===== src/rtl/gpio_irq_pkg.sv =====
// gpio_irq_pkg
//   Shared definitions for the gpio_irq block: register index constants and
//   helpers that split the 5-bit WISHBONE address into register index and
//   byte lane.
//   No ports (package).
package gpio_irq_pkg;

    localparam logic [2:0] GPIO_DIR  = 3'd0;
    localparam logic [2:0] GPIO_OUT  = 3'd1;
    localparam logic [2:0] GPIO_IN   = 3'd2;
    localparam logic [2:0] GPIO_IE   = 3'd3;
    localparam logic [2:0] GPIO_RISE = 3'd4;
    localparam logic [2:0] GPIO_FALL = 3'd5;
    localparam logic [2:0] GPIO_ISR  = 3'd6;

    // adr = {reg[2:0], byte[1:0]}
    function automatic logic [2:0] adr_reg(input logic [4:0] adr);
        return adr[4:2];
    endfunction

    function automatic logic [1:0] adr_lane(input logic [4:0] adr);
        return adr[1:0];
    endfunction

endpackage


===== src/rtl/gpio_irq_sync_edge.sv =====
// gpio_sync_edge
//   Two-flop synchroniser for a vector of asynchronous pad inputs, followed by
//   a one-cycle history register used for edge detection.
//   Ports:
//     clk_i  system clock
//     rst_i  asynchronous reset, active-low
//     d      asynchronous pad inputs
//     sync   synchronised level (second flop)
//     rise   one-cycle pulse on a synchronised 0->1 transition
//     fall   one-cycle pulse on a synchronised 1->0 transition
module gpio_sync_edge #(
    parameter int IO = 16
) (
    input  logic          clk_i,
    input  logic          rst_i,
    input  logic [IO-1:0] d,
    output logic [IO-1:0] sync,
    output logic [IO-1:0] rise,
    output logic [IO-1:0] fall
);

    logic [IO-1:0] sync1;
    logic [IO-1:0] sync2;
    logic [IO-1:0] prev;

    always_ff @(posedge clk_i or negedge rst_i) begin
        if (!rst_i) begin
            sync1 <= '0;
            sync2 <= '0;
            prev  <= '0;
        end else begin
            sync1 <= d;
            sync2 <= sync1;
            prev  <= sync2;
        end
    end

    assign sync = sync2;
    assign rise = sync2 & ~prev;
    assign fall = ~sync2 & prev;

endmodule


===== src/rtl/gpio_irq.sv =====
// gpio_irq
//   WISHBONE GPIO controller with an 8-bit data bus and IO pins. Per-pin
//   direction, output level, synchronised input readback and edge-detect
//   interrupts (rising/falling enables, W1C status, interrupt enable) that
//   combine into one registered level interrupt.
//   Ports:
//     clk_i    system clock
//     rst_i    asynchronous reset, active-low
//     cyc_i    WISHBONE cycle
//     stb_i    WISHBONE strobe
//     adr_i    {reg[2:0], byte[1:0]}
//     we_i     write enable
//     dat_i    write data
//     dat_o    read data, valid while ack_o=1
//     ack_o    single-cycle registered acknowledge
//     gpio_i   pad inputs (asynchronous)
//     gpio_o   pad output levels
//     gpio_oe  pad output enables
//     irq_o    registered level interrupt
module gpio_irq
    import gpio_irq_pkg::*;
#(
    parameter int IO = 16
) (
    input  logic          clk_i,
    input  logic          rst_i,
    input  logic          cyc_i,
    input  logic          stb_i,
    input  logic [4:0]    adr_i,
    input  logic          we_i,
    input  logic [7:0]    dat_i,
    output logic [7:0]    dat_o,
    output logic          ack_o,
    input  logic [IO-1:0] gpio_i,
    output logic [IO-1:0] gpio_o,
    output logic [IO-1:0] gpio_oe,
    output logic          irq_o
);

    logic [IO-1:0] dir_q;
    logic [IO-1:0] out_q;
    logic [IO-1:0] ie_q;
    logic [IO-1:0] rise_en_q;
    logic [IO-1:0] fall_en_q;
    logic [IO-1:0] isr_q;

    logic [IO-1:0] pin_sync;
    logic [IO-1:0] pin_rise;
    logic [IO-1:0] pin_fall;

    logic          acc;
    logic          wr;
    logic [2:0]    reg_sel;
    logic [1:0]    lane;
    logic [IO-1:0] lane_mask;
    logic [IO-1:0] wdata;
    logic [IO-1:0] wbits;
    logic [IO-1:0] isr_clr;
    logic [IO-1:0] isr_set;
    logic [31:0]   rd_full;
    logic [7:0]    rd_byte;

    gpio_sync_edge #(.IO(IO)) u_sync_edge (
        .clk_i (clk_i),
        .rst_i (rst_i),
        .d     (gpio_i),
        .sync  (pin_sync),
        .rise  (pin_rise),
        .fall  (pin_fall)
    );

    // ack_o masks the access term so a strobe held through the ack cycle
    // does not start a second (repeated) access on that edge.
    assign acc     = cyc_i & stb_i & ~ack_o;
    assign wr      = acc & we_i;
    assign reg_sel = adr_reg(adr_i);
    assign lane    = adr_lane(adr_i);

    // Only pins that exist get a lane bit, so upper lanes never write.
    genvar g;
    generate
        for (g = 0; g < IO; g++) begin : g_lane
            assign lane_mask[g] = (lane == 2'(g / 8));
            assign wdata[g]     = dat_i[g % 8];
        end
    endgenerate

    assign wbits   = wdata & lane_mask;
    assign isr_clr = (wr && reg_sel == GPIO_ISR) ? wbits : '0;
    assign isr_set = (pin_rise & rise_en_q) | (pin_fall & fall_en_q);

    always_comb begin
        rd_full = '0;
        rd_byte = 8'h00;
        case (reg_sel)
            GPIO_DIR:  rd_full[IO-1:0] = dir_q;
            GPIO_OUT:  rd_full[IO-1:0] = out_q;
            GPIO_IN:   rd_full[IO-1:0] = pin_sync;
            GPIO_IE:   rd_full[IO-1:0] = ie_q;
            GPIO_RISE: rd_full[IO-1:0] = rise_en_q;
            GPIO_FALL: rd_full[IO-1:0] = fall_en_q;
            GPIO_ISR:  rd_full[IO-1:0] = isr_q;
            default:   rd_full = '0;
        endcase
        case (lane)
            2'd0:    rd_byte = rd_full[7:0];
            2'd1:    rd_byte = rd_full[15:8];
            2'd2:    rd_byte = rd_full[23:16];
            default: rd_byte = rd_full[31:24];
        endcase
    end

    always_ff @(posedge clk_i or negedge rst_i) begin
        if (!rst_i) begin
            dir_q     <= '0;
            out_q     <= '0;
            ie_q      <= '0;
            rise_en_q <= '0;
            fall_en_q <= '0;
            isr_q     <= '0;
            dat_o     <= 8'h00;
            ack_o     <= 1'b0;
            irq_o     <= 1'b0;
        end else begin
            ack_o <= acc;
            if (acc) begin
                dat_o <= rd_byte;
            end
            if (wr) begin
                case (reg_sel)
                    GPIO_DIR:  dir_q     <= (dir_q & ~lane_mask) | wbits;
                    GPIO_OUT:  out_q     <= (out_q & ~lane_mask) | wbits;
                    GPIO_IE:   ie_q      <= (ie_q & ~lane_mask) | wbits;
                    GPIO_RISE: rise_en_q <= (rise_en_q & ~lane_mask) | wbits;
                    GPIO_FALL: fall_en_q <= (fall_en_q & ~lane_mask) | wbits;
                    default:   ;
                endcase
            end
            // Clear first, then set: a new edge survives a simultaneous W1C.
            isr_q <= (isr_q & ~isr_clr) | isr_set;
            irq_o <= |(isr_q & ie_q);
        end
    end

    assign gpio_o  = out_q;
    assign gpio_oe = dir_q;

endmodule


===== config.mk =====
export PLATFORM = sky130hd
export DESIGN_NAME = gpio_irq
export DESIGN_NICKNAME = d
export VERILOG_FILES = /design/src/rtl/gpio_irq_pkg.sv /design/src/rtl/gpio_irq_sync_edge.sv /design/src/rtl/gpio_irq.sv
export SDC_FILE = /design/constraint.sdc
export NUM_CORES = 1
export LEC_CHECK = 0
export BUFFER_PORTS_ARGS = -buffer_cell sky130_fd_sc_hd__buf_4
export CAP_MARGIN = 20
export CELL_PAD_IN_SITES_DETAIL_PLACEMENT = 1
export CELL_PAD_IN_SITES_GLOBAL_PLACEMENT = 1
export CORE_ASPECT_RATIO = 1.25
export CORE_MARGIN = 2
export CORE_UTILIZATION = 30
export DETAILED_ROUTE_END_ITERATION = 8
export MAX_ROUTING_LAYER = met4
export PLACE_DENSITY_LB_ADDON = 0.1
export SLEW_MARGIN = 30
export SYNTH_ARGS = -nofsm -noshare
export SYNTH_HDL_FRONTEND = slang
export SYNTH_HIERARCHICAL = 1
export SYNTH_SLANG_ARGS = --single-unit
export TNS_END_PERCENT = 5

===== constraint.sdc =====
create_clock -name clk_i -period 1.75 [get_ports clk_i]
set_input_delay 0.2625 -clock clk_i [delete_from_list [all_inputs] [get_ports clk_i]]
set_output_delay 0.2625 -clock clk_i [all_outputs]
set_load 0.005 [all_outputs]

Word level (Yosys, flattened, before mapping). Index checks and enable logic that the tools add are counted.

Word-level logic and storage cells: 58. Input port bits: 34. Output and inout bits: 42. Register bits after elaboration: 154.

Reduce and logical (&&, ||, !) cells: 9. Equal/unequal tests: 7. Mux-type cells: 3. Bitwise operators: 27.

Operators with widths (count): 16-bit AND (12); 16-bit bitwise OR (7); 16-bit case mux with 7 select lines (1); 16-bit NOT (4); 16-bit 2-to-1 mux (1); 8-bit case mux with 2 select lines (1); 16-bit OR reduction (1); 2-bit AND reduction (5); 3-bit equality test (second input constant) (3); 3-bit by 2-bit equality test with 1-bit output (second input constant) (2); 1-bit AND (3); 3-bit by 1-bit equality test with 1-bit output (second input constant) (1); 3-bit zero test (1); 2-bit by 1-bit equality test with 1-bit output (second input constant) (1); 2-bit zero test (1); 1-bit logical AND (1); 1-bit NOT (1).

Depth between registers and ports, before layout.
Word-level depth: 8. Gate-level depth with buffers: 8. Mapped depth without buffers: 6.

Cells and area by module. Netlist, hierarchy kept.

Modules (own cells, without submodules): gpio_irq (sequential area each 2652.5 µm², cells each 422, area an instance 5253.8 µm², instances 1); gpio_sync_edge (sequential area each 1201.2 µm², cells each 80, area an instance 1481.4 µm², instances 1).

Worst setup path before layout. Ideal clock, no wire load.

Kind: flip-flop to flip-flop. Start point: reg ack_o. End point: reg with a tool-made name. Setup slack: -0.191 ns. Data required time: 1.625 ns. Setup time: 0.125 ns. Cell stages (with the launch flop): 6. Path buffers: 1. Arrival time: 1.816 ns. Period minus slack after synthesis: 1.941 ns. Cell sequence: dfrtp_1 nand2b_1 or4b_1 buf_4 nor3_4 mux2_2.

RTL lines: start: declaration (RTL line gpio_irq.sv:33) `output logic ack_o,`; start signal: assignment (RTL line gpio_irq.sv:122) `ack_o <= 1'b0;`; start signal: assignment (RTL line gpio_irq.sv:125) `ack_o <= acc;`.

==> reports/summary.json <==
{
  "setup.worst_path.end_class": {"value": "flop"},
  "route.detailed.wl_per_inst": {"value": 22.9, "unit": "um"},
  "synthesis.area": {"value": 6740, "unit": "sq um"},
  "gr-usage-all-layers": {"value": 19.6, "unit": "%"},
  "max_freq": {"value": 0.494, "unit": "GHz"},
  "clock_insertion_delay_worst_skew": {"value": 0.43, "unit": "ns"},
  "synth_area_per_cell": {"value": 13.4, "unit": "sq um"},
  "mean_number_of_vias_per_cell": {"value": 5.06},
  "hold_path_depth": {"value": 2},
  "critical_path_required": {"value": 2.06, "unit": "ns"},
  "clk_root_buffer_cell": {"value": "clkbuf_16"},
  "finish.utilization": {"value": 41.5, "unit": "%"},
  "synthesis.instances": {"value": 502},
  "fp.dieArea": {"value": 23700, "unit": "sq um"},
  "pre_cts_ws": {"value": -0.470, "unit": "ns"},
  "place_congestion": {"value": 0.842},
  "grt_max_degree": {"value": 51},
  "cts.sinks": {"value": 154},
  "place.detailed.hpwl": {"value": 15400, "unit": "um"},
  "area_growth": {"value": 36.4, "unit": "%"},
  "result_of_the_run": {"value": "complete, but fails checks"},
  "maxCapViolations": {"value": 0},
  "port_buffers": {"value": 75},
  "grt_setup_unrepaired": {"value": "true"},
  "number_of_synthesized_flops_with_an_enable_pin": {"value": 0},
  "setup_skew": {"value": 0.00907, "unit": "ns"},
  "cts_tree": {"value": "built"},
  "worst_slack": {"value": -0.273, "unit": "ns"},
  "final-max-slew-violation-count": {"value": 0},
  "cts_max_level": {"value": 4},
  "timing.final.hold_violations": {"value": 0},
  "antenna_cells_inserted": {"value": 0},
  "num_vias": {"value": 4806},
  "drt.antenna.violating_nets": {"value": 0},
  "route.final.wire_length": {"value": 21700, "unit": "um"},
  "drt_drc_violations_left": {"value": 0},
  "seq_area": {"value": 3850, "unit": "sq um"},
  "finalSetupViolCount": {"value": 96},
  "net_count_after_synthesis": {"value": 536},
  "boundaryPins": {"value": 76},
  "worstSetupPathType": {"value": "reg -> reg"},
  "worst_r2r_path_depth": {"value": 6},
  "cts-buffers-inserted": {"value": 17},
  "core": {"value": 22100, "unit": "sq um"},
  "worst_min_delay_path_class": {"value": "in -> reg"},
  "postSynth.asyncResetShare": {"value": 100, "unit": "%"},
  "initial_util": {"value": 30.4, "unit": "%"},
  "violations_in_the_final_reports": {"value": "setup timing"},
  "floorplan.die.width": {"value": 138, "unit": "um"},
  "gr-total-overflow": {"value": 0},
  "period_utilization": {"value": 116, "unit": "%"},
  "synthDistinctLibCells": {"value": 45},
  "ir_drop": {"value": 0.663, "unit": "mV"},
  "power.leakage": {"value": 4.26, "unit": "nW"},
  "finalHoldWorstSlack": {"value": 0.176, "unit": "ns"},
  "fin_nets": {"value": 687},
  "number_of_global_route_vias_before_repair": {"value": 5269},
  "multi_input_comb_area": {"value": 2900, "unit": "sq um"},
  "num-fill-cells": {"value": 2298},
  "ys_ff_latch": {"value": 154},
  "synth_sequential_area_ratio": {"value": 57.2, "unit": "%"},
  "period_needed": {"value": 2.02, "unit": "ns"},
  "drt_pre_antenna_iters": {"value": 4},
  "antenna_found_initial": {"value": 0},
  "grt_first_pass_wirelength": {"value": 33900, "unit": "um"},
  "dominantRegCellSynth": {"value": "dfrtp_1"},
  "clock_tree.buffer_depth": {"value": 2},
  "power_density": {"value": 1030, "unit": "nW/um^2"},
  "crit_path_start_kind": {"value": "flop"},
  "drive_above_1_share": {"value": 49.8, "unit": "%"},
  "drtIter0Drc": {"value": 216},
  "cts.clk_slew.worst_paths": {"value": 0.07, "unit": "ns"},
  "yosysWarnings": {"value": 6},
  "crit_arrival": {"value": 2.33, "unit": "ns"},
  "die_h": {"value": 172, "unit": "um"},
  "max_slew_margin": {"value": 64.2, "unit": "%"},
  "path_max_fanout": {"value": 6},
  "worst-slew-pin-transition": {"value": 0.535, "unit": "ns"},
  "rows": {"value": 61}
}
[final cells by class]
type	count	area share, %
tap	283	3.85
inverter	1	0.0408
clock buffer	20	5.08
multi-input combinational	314	31.5
sequential	154	41.9
clock inverter	12	1.50
timing repair buffer	165	16.1
[synthesized netlist by cell type (2+ instances only)]
master | count | area [sq um]
nand2_1 | 22 | 82.6
clkbuf_1 | 9 | 33.8
a22o_1 | 6 | 52.6
a221oi_1 | 7 | 61.3
o22ai_1 | 2 | 12.5
mux2_2 | 95 | 1070
o21ai_0 | 9 | 45.0
nand3_1 | 4 | 20.0
a22oi_1 | 10 | 75.1
buf_1 | 9 | 33.8
a21boi_0 | 10 | 75.1
nor2b_1 | 9 | 56.3
and2b_2 | 32 | 280
a21oi_1 | 12 | 60.1
dfrtp_1 | 154 | 3850
o211ai_1 | 8 | 60.1
and2_1 | 2 | 12.5
mux2i_1 | 10 | 100
a32o_1 | 3 | 30.0
o311ai_0 | 3 | 26.3
nand4_1 | 3 | 18.8
a221o_1 | 18 | 180
buf_2 | 10 | 50.1
nor3_4 | 3 | 48.8
a21boi_1 | 8 | 60.1
nand2b_1 | 3 | 18.8
nor2_1 | 10 | 37.5
a32oi_1 | 4 | 35.0
mux4_2 | 3 | 67.6
buf_4 | 5 | 37.5
nor2_2 | 5 | 31.3
[critical path, stage by stage (launching register included)]
cell and delay [ns]:
dfrtp_1 0.38, nand2b_4 0.14, or4b_4 0.50, buf_6 0.18, nor3_4 0.20, buf_4 0.18
mux2_2 0.32
[metal layers]
layer | vias up | share of wire (%) | global-route usage (%)
li1 | 2172 | - | -
met1 | 2514 | 46 | 25.7
met2 | 102 | 49 | 31.2
met3 | 18 | 3.5 | 3.26
met4 | 0 | 1.3 | 6.17
met5 | - | 0 | -
[power breakdown]
part,internal (mW),switching (mW)
Sequential,3.95,0.357
Clock,2.23,1.57
Combinational,0.805,0.581
Total,6.98,2.51
[kinds of logic (layout without fill, tap and decap cells)]
group           Yosys count  count (layout)  synth area share (%)
mux                     109             109                  18.5
flops                   154             154                  57.2
compound gates          104             104                  12.0
buf+inv                  34             198                  2.36
simple gates            101             101                  9.88
[cells in the final DEF (no fill, tap or decap), drive strengths merged, types with 4 or more instances in the layout]
cell type    netlist  final
nor3               5      5
nand2             22     22
nor2b              9      9
mux2              96     96
a22o               6      6
a21oi             12     12
nand3              4      4
a32oi              4      4
a221oi             7      7
o21ai              9      9
inv                1      4
buf               24    148
a22oi             10     10
and2b             32     32
a221o             18     18
nor2              15     15
dlygate4sd3        0     17
clkbuf             9     20
a21boi            18     18
dfrtp            154    154
mux2i             10     10
clkinvlp           0      5
o211ai             8      8
[final timing paths]
path                                                startpoint                             end  slack, ns
worst max register to register                 ack_o$_DFF_PN0_                            flop      -0.27
min in group asynchronous                                rst_i  u_sync_edge/sync1[5]$_DFF_PN0_       0.32
max in group asynchronous                                rst_i              isr_q[2]$_DFF_PN0_       0.79
worst min-delay path                                  dat_i[7]                            flop       0.18
worst max-delay path                           ack_o$_DFF_PN0_                            flop      -0.27
worst min register to register  u_sync_edge/sync1[8]$_DFF_PN0_   u_sync_edge/sync[8]$_DFF_PN0_       0.35
[stage by stage]
stage / area, sq um / power (mW) / cells / setup TNS [ns]
final: 9190 / 9.49 / 949 / -15.97
after global routing: 9190 / 9.92 / 949 / -21.30
after CTS: 9130 / 9.57 / 950 / -18.77
after detailed placement: 8160 / 5.66 / 900 / -28.32
after global placement: 8160 / 5.62 / 900 / -26.86
after floorplan: 6750 / 4.94 / 502 / -8.72
[timing repair]
| item | CTS | global route |
|---|---|---|
| gates resized for setup | 44 | 29 |
| hold endpoints to repair | 53 | 0 |
| pin swaps | 5 | 7 |
| buffers inserted | 1 | 0 |
| setup endpoints to repair | 99 | 100 |
| hold buffers | 17 | 0 |
No activity file was read; power rests on OpenSTA's default activity.
